--- config.mk ---
export PLATFORM = sky130hd
export DESIGN_NAME = multi_queue_fifo
export DESIGN_NICKNAME = d
export VERILOG_FILES = /design/src/rtl/multi_queue_fifo.sv
export SDC_FILE = /design/constraint.sdc
export NUM_CORES = 1
export LEC_CHECK = 0
export CAP_MARGIN = 20
export CORE_ASPECT_RATIO = 1.5
export CORE_MARGIN = 2
export CORE_UTILIZATION = 45
export DETAILED_ROUTE_END_ITERATION = 8
export GPL_ROUTABILITY_DRIVEN = 0
export HOLD_SLACK_MARGIN = 0.02
export PLACE_DENSITY = 0.63
export SLEW_MARGIN = 5
export SYNTH_ARGS = -nofsm -noshare
export SYNTH_HDL_FRONTEND = slang
export SYNTH_SLANG_ARGS = --single-unit
--- constraint.sdc ---
create_clock -name i_clk -period 4.82 [get_ports i_clk]
set_input_delay 0.482 -clock i_clk [delete_from_list [all_inputs] [get_ports i_clk]]
set_output_delay 0.482 -clock i_clk [all_outputs]
set_load 0.005 [all_outputs]
--- src/rtl/multi_queue_fifo.sv ---
// multi_queue_fifo: FIFOS linked-list queues sharing one DEPTH-entry RAM through a free pool,
// with per-queue counts, registered pop data, almost-full threshold and sticky error flags.
module multi_queue_fifo #(
    parameter int WIDTH      = 8,
    parameter int DEPTH      = 32,
    parameter int FIFOS      = 8,
    parameter int LOG2_DEPTH = $clog2(DEPTH),
    parameter int LOG2_FIFOS = $clog2(FIFOS),
    parameter int AF_THRESH  = 2
) (
    input  logic                            i_clk,
    input  logic                            i_rst,
    input  logic                            i_push,
    input  logic [LOG2_FIFOS-1:0]           i_push_fifo,
    input  logic [WIDTH-1:0]                i_d,
    input  logic                            i_pop,
    input  logic [LOG2_FIFOS-1:0]           i_pop_fifo,
    output logic [WIDTH-1:0]                o_q,
    output logic                            o_q_valid,
    output logic                            o_ready,
    output logic [FIFOS-1:0]                o_empty,
    output logic                            o_full,
    output logic                            o_almost_full,
    output logic [LOG2_DEPTH:0]             o_free_count,
    output logic [FIFOS*(LOG2_DEPTH+1)-1:0] o_count,
    output logic                            o_overflow,
    output logic                            o_underflow
);
    localparam int CW = LOG2_DEPTH + 1;
    localparam logic [LOG2_DEPTH-1:0] P_ONE = 1;
    localparam logic [CW-1:0] C_ONE = 1;

    typedef enum logic [1:0] {INIT_Q, INIT_L, RUN} state_t;

    state_t                r_state, w_state_n;
    logic [LOG2_DEPTH-1:0] r_init_cnt;
    logic [WIDTH-1:0]      r_data [DEPTH];
    logic [LOG2_DEPTH-1:0] r_next [DEPTH];
    logic [LOG2_DEPTH-1:0] r_head [FIFOS];
    logic [LOG2_DEPTH-1:0] r_tail [FIFOS];
    logic [LOG2_DEPTH-1:0] r_free_head;
    logic [CW-1:0]         r_free;
    logic [CW-1:0]         r_count [FIFOS];
    logic [WIDTH-1:0]      r_q;
    logic                  r_q_valid, r_ovf, r_udf;
    logic                  w_push_ok, w_pop_ok;
    logic [LOG2_DEPTH-1:0] w_pop_node, w_push_node, w_tail;

    // The init counter runs 0..DEPTH-1 once: queue sentinels first, then free-list links.
    always_comb begin
        w_state_n   = (r_state == INIT_Q && int'(r_init_cnt) == FIFOS - 1) ? INIT_L :
                      (r_state == INIT_L && int'(r_init_cnt) == DEPTH - 1) ? RUN : r_state;
        w_pop_ok    = o_ready && i_pop && !o_empty[i_pop_fifo];
        w_push_ok   = o_ready && i_push && (r_free != '0 || w_pop_ok);
        w_pop_node  = r_head[i_pop_fifo];
        w_push_node = w_pop_ok ? w_pop_node : r_free_head;
        w_tail      = r_tail[i_push_fifo];
    end

    always_ff @(posedge i_clk) begin
        if (!i_rst) begin
            r_state    <= INIT_Q;
            r_init_cnt <= '0;
        end else begin
            r_state <= w_state_n;
            if (r_state != RUN) r_init_cnt <= r_init_cnt + P_ONE;
        end
    end

    // A popped node is recycled straight into the pushing queue when both happen together.
    always_ff @(posedge i_clk) begin
        if (i_rst && r_state == INIT_Q) begin
            r_head[r_init_cnt[LOG2_FIFOS-1:0]] <= r_init_cnt;
            r_tail[r_init_cnt[LOG2_FIFOS-1:0]] <= r_init_cnt;
        end
        if (i_rst && r_state == INIT_L) r_next[r_init_cnt] <= r_init_cnt + P_ONE;
        if (w_push_ok) begin
            r_data[w_tail]      <= i_d;
            r_next[w_tail]      <= w_push_node;
            r_tail[i_push_fifo] <= w_push_node;
        end else if (w_pop_ok) begin
            r_next[w_pop_node] <= r_free_head;
        end
        if (w_pop_ok) r_head[i_pop_fifo] <= r_next[w_pop_node];
    end

    always_ff @(posedge i_clk) begin
        if (!i_rst) begin
            r_free_head <= LOG2_DEPTH'(FIFOS);
            r_free      <= CW'(DEPTH - FIFOS);
            r_q         <= '0;
            r_q_valid   <= 1'b0;
            r_ovf       <= 1'b0;
            r_udf       <= 1'b0;
            for (int i = 0; i < FIFOS; i++) r_count[i] <= '0;
        end else begin
            r_q_valid <= w_pop_ok;
            if (w_pop_ok) r_q <= r_data[w_pop_node];
            if (i_push && !w_push_ok) r_ovf <= 1'b1;
            if (i_pop && !w_pop_ok) r_udf <= 1'b1;
            if (w_push_ok && !w_pop_ok) begin
                r_free_head <= r_next[r_free_head];
                r_free      <= r_free - C_ONE;
            end else if (w_pop_ok && !w_push_ok) begin
                r_free_head <= w_pop_node;
                r_free      <= r_free + C_ONE;
            end
            for (int i = 0; i < FIFOS; i++)
                r_count[i] <= r_count[i] + ((w_push_ok && int'(i_push_fifo) == i) ? C_ONE : '0)
                                         - ((w_pop_ok && int'(i_pop_fifo) == i) ? C_ONE : '0);
        end
    end

    for (genvar g = 0; g < FIFOS; g++) begin : g_out
        assign o_empty[g]           = r_count[g] == '0;
        assign o_count[g*CW +: CW] = r_count[g];
    end

    assign o_ready       = r_state == RUN;
    assign o_q           = r_q;
    assign o_q_valid     = r_q_valid;
    assign o_full        = r_free == '0;
    assign o_almost_full = int'(r_free) < AF_THRESH;
    assign o_free_count  = r_free;
    assign o_overflow    = r_ovf;
    assign o_underflow   = r_udf;
endmodule

==> metrics.txt <==
# TYPE chip_impl_metric gauge
chip_impl_metric{name="synth.yosys.seq_area_share",unit="%"} 62.84
chip_impl_metric{name="hold_buffers",unit=""} 0
chip_impl_metric{name="synth_simple_gate_area_share",unit="%"} 13.16
chip_impl_metric{name="tritoncts.num_buffers",unit=""} 51
chip_impl_info{name="cts_tree",value="done"} 1
chip_impl_metric{name="dp_cells",unit=""} 2899
chip_impl_metric{name="mean_area_per_synthesized_cell",unit="µm²"} 12.82
chip_impl_metric{name="max_clock_freq",unit="GHz"} 0.2383
chip_impl_metric{name="detailedRoute.firstPassIterationCount",unit=""} 5
chip_impl_info{name="crit_path_start_kind",value="flip-flop"} 1
chip_impl_info{name="synth_commonest_cells",value="sky130_fd_sc_hd__edfxtp_1 (496), sky130_fd_sc_hd__nand2_1 (357), sky130_fd_sc_hd__nor2_1 (154)"} 1
chip_impl_metric{name="vias_in_the_first_global_route",unit=""} 17470
chip_impl_metric{name="power_per_cell_area",unit="nW/µm²"} 345.5
chip_impl_metric{name="cts-root-to-sink-buffers",unit=""} 3
chip_impl_metric{name="synth-edff-count",unit=""} 496
chip_impl_info{name="cts_root_buffer",value="sky130_fd_sc_hd__clkbuf_16"} 1
chip_impl_metric{name="wirelength",unit="mm"} 68.91
chip_impl_metric{name="grt_pass1_wl",unit="mm"} 104.9
chip_impl_info{name="dominantRegCellSynth",value="sky130_fd_sc_hd__edfxtp_1"} 1
chip_impl_metric{name="post_cts_resized",unit=""} 0
chip_impl_info{name="run_status",value="completed"} 1
chip_impl_metric{name="timing.final.max_slew_violations",unit=""} 0
chip_impl_metric{name="reg_to_reg_setup_timing_slack",unit="ns"} 0.62
chip_impl_info{name="dominant_combinational_cell_family_by_area_after_synthesis",value="simple AND/OR/NAND/NOR gates"} 1
chip_impl_metric{name="worstPathRequired",unit="ns"} 5.29
chip_impl_metric{name="postRouteAntennaNets",unit=""} 0
chip_impl_metric{name="cts_htree_levels",unit=""} 2
chip_impl_info{name="ys_top_cells_by_area",value="sky130_fd_sc_hd__edfxtp_1 (57%), sky130_fd_sc_hd__mux4_2 (6.3%), sky130_fd_sc_hd__dfxtp_1 (6.2%)"} 1
chip_impl_info{name="setup_repair_after_global_routing_missed_its_margin",value="false"} 1
chip_impl_metric{name="finalHoldViolations",unit=""} 0
chip_impl_metric{name="buffer_ports.inserted",unit=""} 93
chip_impl_metric{name="worst-path-max-fanout",unit=""} 11
chip_impl_metric{name="core.rowCount",unit=""} 108
chip_impl_metric{name="synthArstFlopShare",unit="%"} 0
chip_impl_metric{name="wl_met3",unit="mm"} 3.963
chip_impl_metric{name="final.fill_count",unit=""} 4941
chip_impl_metric{name="finalCritPeriodShare",unit="%"} 87.08
chip_impl_info{name="setup.worst_path.end_class",value="flip-flop"} 1
chip_impl_info{name="timing.hold.worst_endpoint",value="o_underflow$_SDFFE_PN0P_"} 1
chip_impl_metric{name="min_period",unit="ns"} 4.197
chip_impl_metric{name="power.ir.vdd_worst",unit="µV"} 282.1
chip_impl_info{name="synth_largest_area_cell",value="sky130_fd_sc_hd__edfxtp_1"} 1
chip_impl_metric{name="drive_above_1_share",unit="%"} 12.69
chip_impl_metric{name="yosys_register_bits",unit=""} 578
chip_impl_metric{name="die_height",unit="µm"} 300.2
chip_impl_info{name="synth_most_common_cell",value="sky130_fd_sc_hd__edfxtp_1"} 1
chip_impl_metric{name="routed_via_count_divided_by_cell_count",unit=""} 5.745
chip_impl_metric{name="postCtsSetupBuffers",unit=""} 0
chip_impl_info{name="cell_repeated_most_along_the_worst_path",value="sky130_fd_sc_hd__ha_1"} 1
chip_impl_metric{name="syn_to_final_growth",unit="%"} 15.07
chip_impl_metric{name="grt_max_degree",unit=""} 101
chip_impl_metric{name="drc_errors",unit=""} 0
chip_impl_metric{name="finalNonFillerCells",unit=""} 2992
chip_impl_metric{name="synthesis.nets",unit=""} 2146
chip_impl_metric{name="max-cap-violations",unit=""} 0
chip_impl_metric{name="wirelength_met1",unit="mm"} 27.01
chip_impl_metric{name="timing.critical_path.buf_inv",unit=""} 1
chip_impl_metric{name="fin_skew",unit="ns"} 0.02737
chip_impl_metric{name="chipWidth",unit="µm"} 201.4
chip_impl_metric{name="core",unit="µm²"} 57840
chip_impl_metric{name="synthesis.area",unit="µm²"} 26320
chip_impl_metric{name="fp.dieArea",unit="µm²"} 60470
chip_impl_metric{name="drt_iter0_drc",unit=""} 1787
chip_impl_info{name="min_path_type",value="flip-flop to flip-flop"} 1
chip_impl_metric{name="clk_transition_reported_paths",unit="ns"} 0.07
chip_impl_metric{name="worstSkewPairLatency",unit="ns"} 0.60
chip_impl_info{name="highest_layer",value="met4"} 1
chip_impl_metric{name="crit_path_max_incr_delay",unit="ns"} 0.82
chip_impl_metric{name="synth.yosys.warnings",unit=""} 0
chip_impl_metric{name="vias",unit=""} 17190
chip_impl_metric{name="netlist.area_leader.share",unit="%"} 56.60
chip_impl_metric{name="signal_arrival_time_at_the_worst_endpoint",unit="ns"} 4.67
chip_impl_metric{name="antenna_cells",unit=""} 0
chip_impl_metric{name="synth_cells",unit=""} 2053
chip_impl_metric{name="fin_nets",unit=""} 2275
chip_impl_metric{name="met2RoutedLength",unit="mm"} 35.08
chip_impl_metric{name="synth_mux_area_share",unit="%"} 10.11
chip_impl_metric{name="globalRoute.totalOverflow",unit=""} 0
chip_impl_metric{name="yosys.cell_types.count",unit=""} 70
chip_impl_info{name="min_from",value="o_underflow$_SDFFE_PN0P_"} 1
chip_impl_metric{name="static_leakage",unit="nW"} 10.51
chip_impl_metric{name="cell_depth_of_the_worst_flop_to_flop_path",unit=""} 12
chip_impl_metric{name="global_route.usage.total",unit="%"} 22.67
chip_impl_metric{name="compound_gate_portion_of_the_synthesized_area",unit="%"} 5.905
chip_impl_info{name="reg2reg_launch_point",value="r_count[0][46]$_SDFF_PN0_"} 1
chip_impl_metric{name="sum_of_internal_switching_and_leakage_power",unit="mW"} 10.46
chip_impl_metric{name="finalSetupViolations",unit=""} 0
chip_impl_metric{name="initial_core_util",unit="%"} 45.50
chip_impl_info{name="cpLargestDelayFamily",value="simple AND/OR/NAND/NOR gates"} 1
chip_impl_info{name="crit_path_max_delay_cell_type",value="sky130_fd_sc_hd__nor4bb_1"} 1
chip_impl_metric{name="ios",unit=""} 94
chip_impl_info{name="criticalPathCategory",value="flip-flop to flip-flop"} 1
chip_impl_metric{name="antenna_found_initial",unit=""} 0
chip_impl_info{name="rr_endpoint",value="o_free_count[4]$_SDFFE_PN1N_"} 1
chip_impl_metric{name="post_synth_xor_area_fraction",unit="%"} 1.265
chip_impl_metric{name="setup-tns-final",unit="ns"} 0
chip_impl_metric{name="worst_slew_margin_rel",unit="%"} 33.29
chip_impl_metric{name="worst_pin_slew",unit="ns"} 0.9922
chip_impl_metric{name="dp_hpwl",unit="mm"} 47.01
chip_impl_metric{name="synth-adder-area-share",unit="%"} 3.794
chip_impl_info{name="cp_cell_instances",value="inv_1 -> ha_1 -> nor4bb_1 -> a22o_1 -> nor3_1 -> o21ai_2 -> nand2_1 -> xnor2_1 -> ha_1 -> or4_1 -> o21ai_0 -> mux2_2"} 1
chip_impl_metric{name="clock_sink_count",unit=""} 578
chip_impl_metric{name="drt-wirelength-per-cell",unit="µm"} 23.03
chip_impl_metric{name="hold_depth",unit=""} 2
[cell families (layout without fill, tap and decap cells)]
logic type | count (synthesis) | count (layout)
AOI/OAI and AO/OA | 222 | 222
xor gates and xnor gates | 38 | 38
adders and majority gates | 75 | 75
buffers and inverters | 187 | 356
DFF | 578 | 578
muxes | 169 | 169
and+or+nand+nor | 784 | 784
[layer usage]
| layer | up-vias | GRT usage, % |
|---|---|---|
| met4 | 0 | 9.314 |
| li1 | 7824 | - |
| met3 | 142 | 2.580 |
| met5 | - | 0 |
| met1 | 8563 | 28.38 |
| met2 | 661 | 40.09 |
[registers in the layout, summed over array words and instances, names as in the netlist, 5 cells and up, named ones only]
name,flops
r_next,160
r_count,48
r_free_head,5
r_init_cnt,5
o_q,8
r_tail,40
r_head,40
r_data,256
o_free_count,6
[report_power, final]
part           total (mW)  internal [mW]  switching, mW
Sequential           5.47           5.46         0.0142
Clock                4.17           2.34           1.83
Combinational       0.825          0.269          0.557
Total                10.5           8.06           2.40
[how the worst max path moves through the flow]
stage                               from                      endpoint  slack [ns]  depth (start not counted)
2_1_floorplan              i_pop_fifo[0]        r_next[0][3]$_DFFE_PP_        0.69                         11
3_3_place_gp               i_pop_fifo[0]        r_head[6][2]$_DFFE_PP_        0.24                          9
3_5_place_dp               i_pop_fifo[0]        r_head[7][2]$_DFFE_PP_        0.24                          9
4_1_cts        r_count[0][46]$_SDFF_PN0_  o_free_count[4]$_SDFFE_PN1N_        0.63                         12
5_1_grt        r_count[0][10]$_SDFF_PN0_     r_count[0][16]$_SDFF_PN0_        0.34                         16
6_report       r_count[0][46]$_SDFF_PN0_  o_free_count[4]$_SDFFE_PN1N_        0.62                         12
[stage by stage]
step	instance area, µm²	util [%]	setup WS (ns)	hold WS, ns
floorplan	26320	-	0.6855	0.4604
global placement	28540	49.35	0.2395	0.4585
detailed placement	28600	49.45	0.2434	0.4851
CTS	30280	52.36	0.6346	0.4993
global route	30280	52.36	0.3353	0.5335
finish	30280	52.36	0.6228	0.4945
[worst reg2reg max path, cell delays in order, from the launching register on]
cell and delay (ns):
sky130_fd_sc_hd__dfxtp_1 0.31, sky130_fd_sc_hd__inv_1 0.08, sky130_fd_sc_hd__ha_1 0.14, sky130_fd_sc_hd__nor4bb_1 0.82, sky130_fd_sc_hd__a22o_1 0.34, sky130_fd_sc_hd__nor3_1 0.15, sky130_fd_sc_hd__o21ai_2 0.50, sky130_fd_sc_hd__nand2_1 0.36
sky130_fd_sc_hd__xnor2_1 0.22, sky130_fd_sc_hd__ha_1 0.23, sky130_fd_sc_hd__or4_1 0.40, sky130_fd_sc_hd__o21ai_0 0.19, sky130_fd_sc_hd__mux2_2 0.35
[placed cells by master, fill, tap and decap left out, types with 51 or more instances in the layout]
| master | synthesis | layout |
|---|---|---|
| sky130_fd_sc_hd__mux2i_1 | 81 | 79 |
| sky130_fd_sc_hd__nand3_1 | 146 | 146 |
| sky130_fd_sc_hd__nor2_1 | 154 | 152 |
| sky130_fd_sc_hd__edfxtp_1 | 496 | 496 |
| sky130_fd_sc_hd__dfxtp_1 | 82 | 80 |
| sky130_fd_sc_hd__buf_4 | 2 | 90 |
| sky130_fd_sc_hd__inv_1 | 71 | 71 |
| sky130_fd_sc_hd__mux4_2 | 74 | 74 |
| sky130_fd_sc_hd__nand2_1 | 357 | 357 |
| sky130_fd_sc_hd__clkdlybuf4s50_1 | 0 | 93 |
| sky130_fd_sc_hd__a21oi_1 | 71 | 71 |
| sky130_fd_sc_hd__clkbuf_16 | 0 | 51 |
| sky130_fd_sc_hd__ha_1 | 67 | 67 |
[final cells by class]
type                    count  area (µm²)  share of cell area, %
repair buffers            190        1749                  5.777
well taps                 770       963.4                  3.182
multi-input cells        1288        9077                  29.98
flip-flops and latches    578       16540                  54.62
inverters                  73       274.0                 0.9049
clock buffers              60        1320                  4.359
clock inverters            33       357.8                  1.182
No activity file was read; power rests on OpenSTA's default activity.
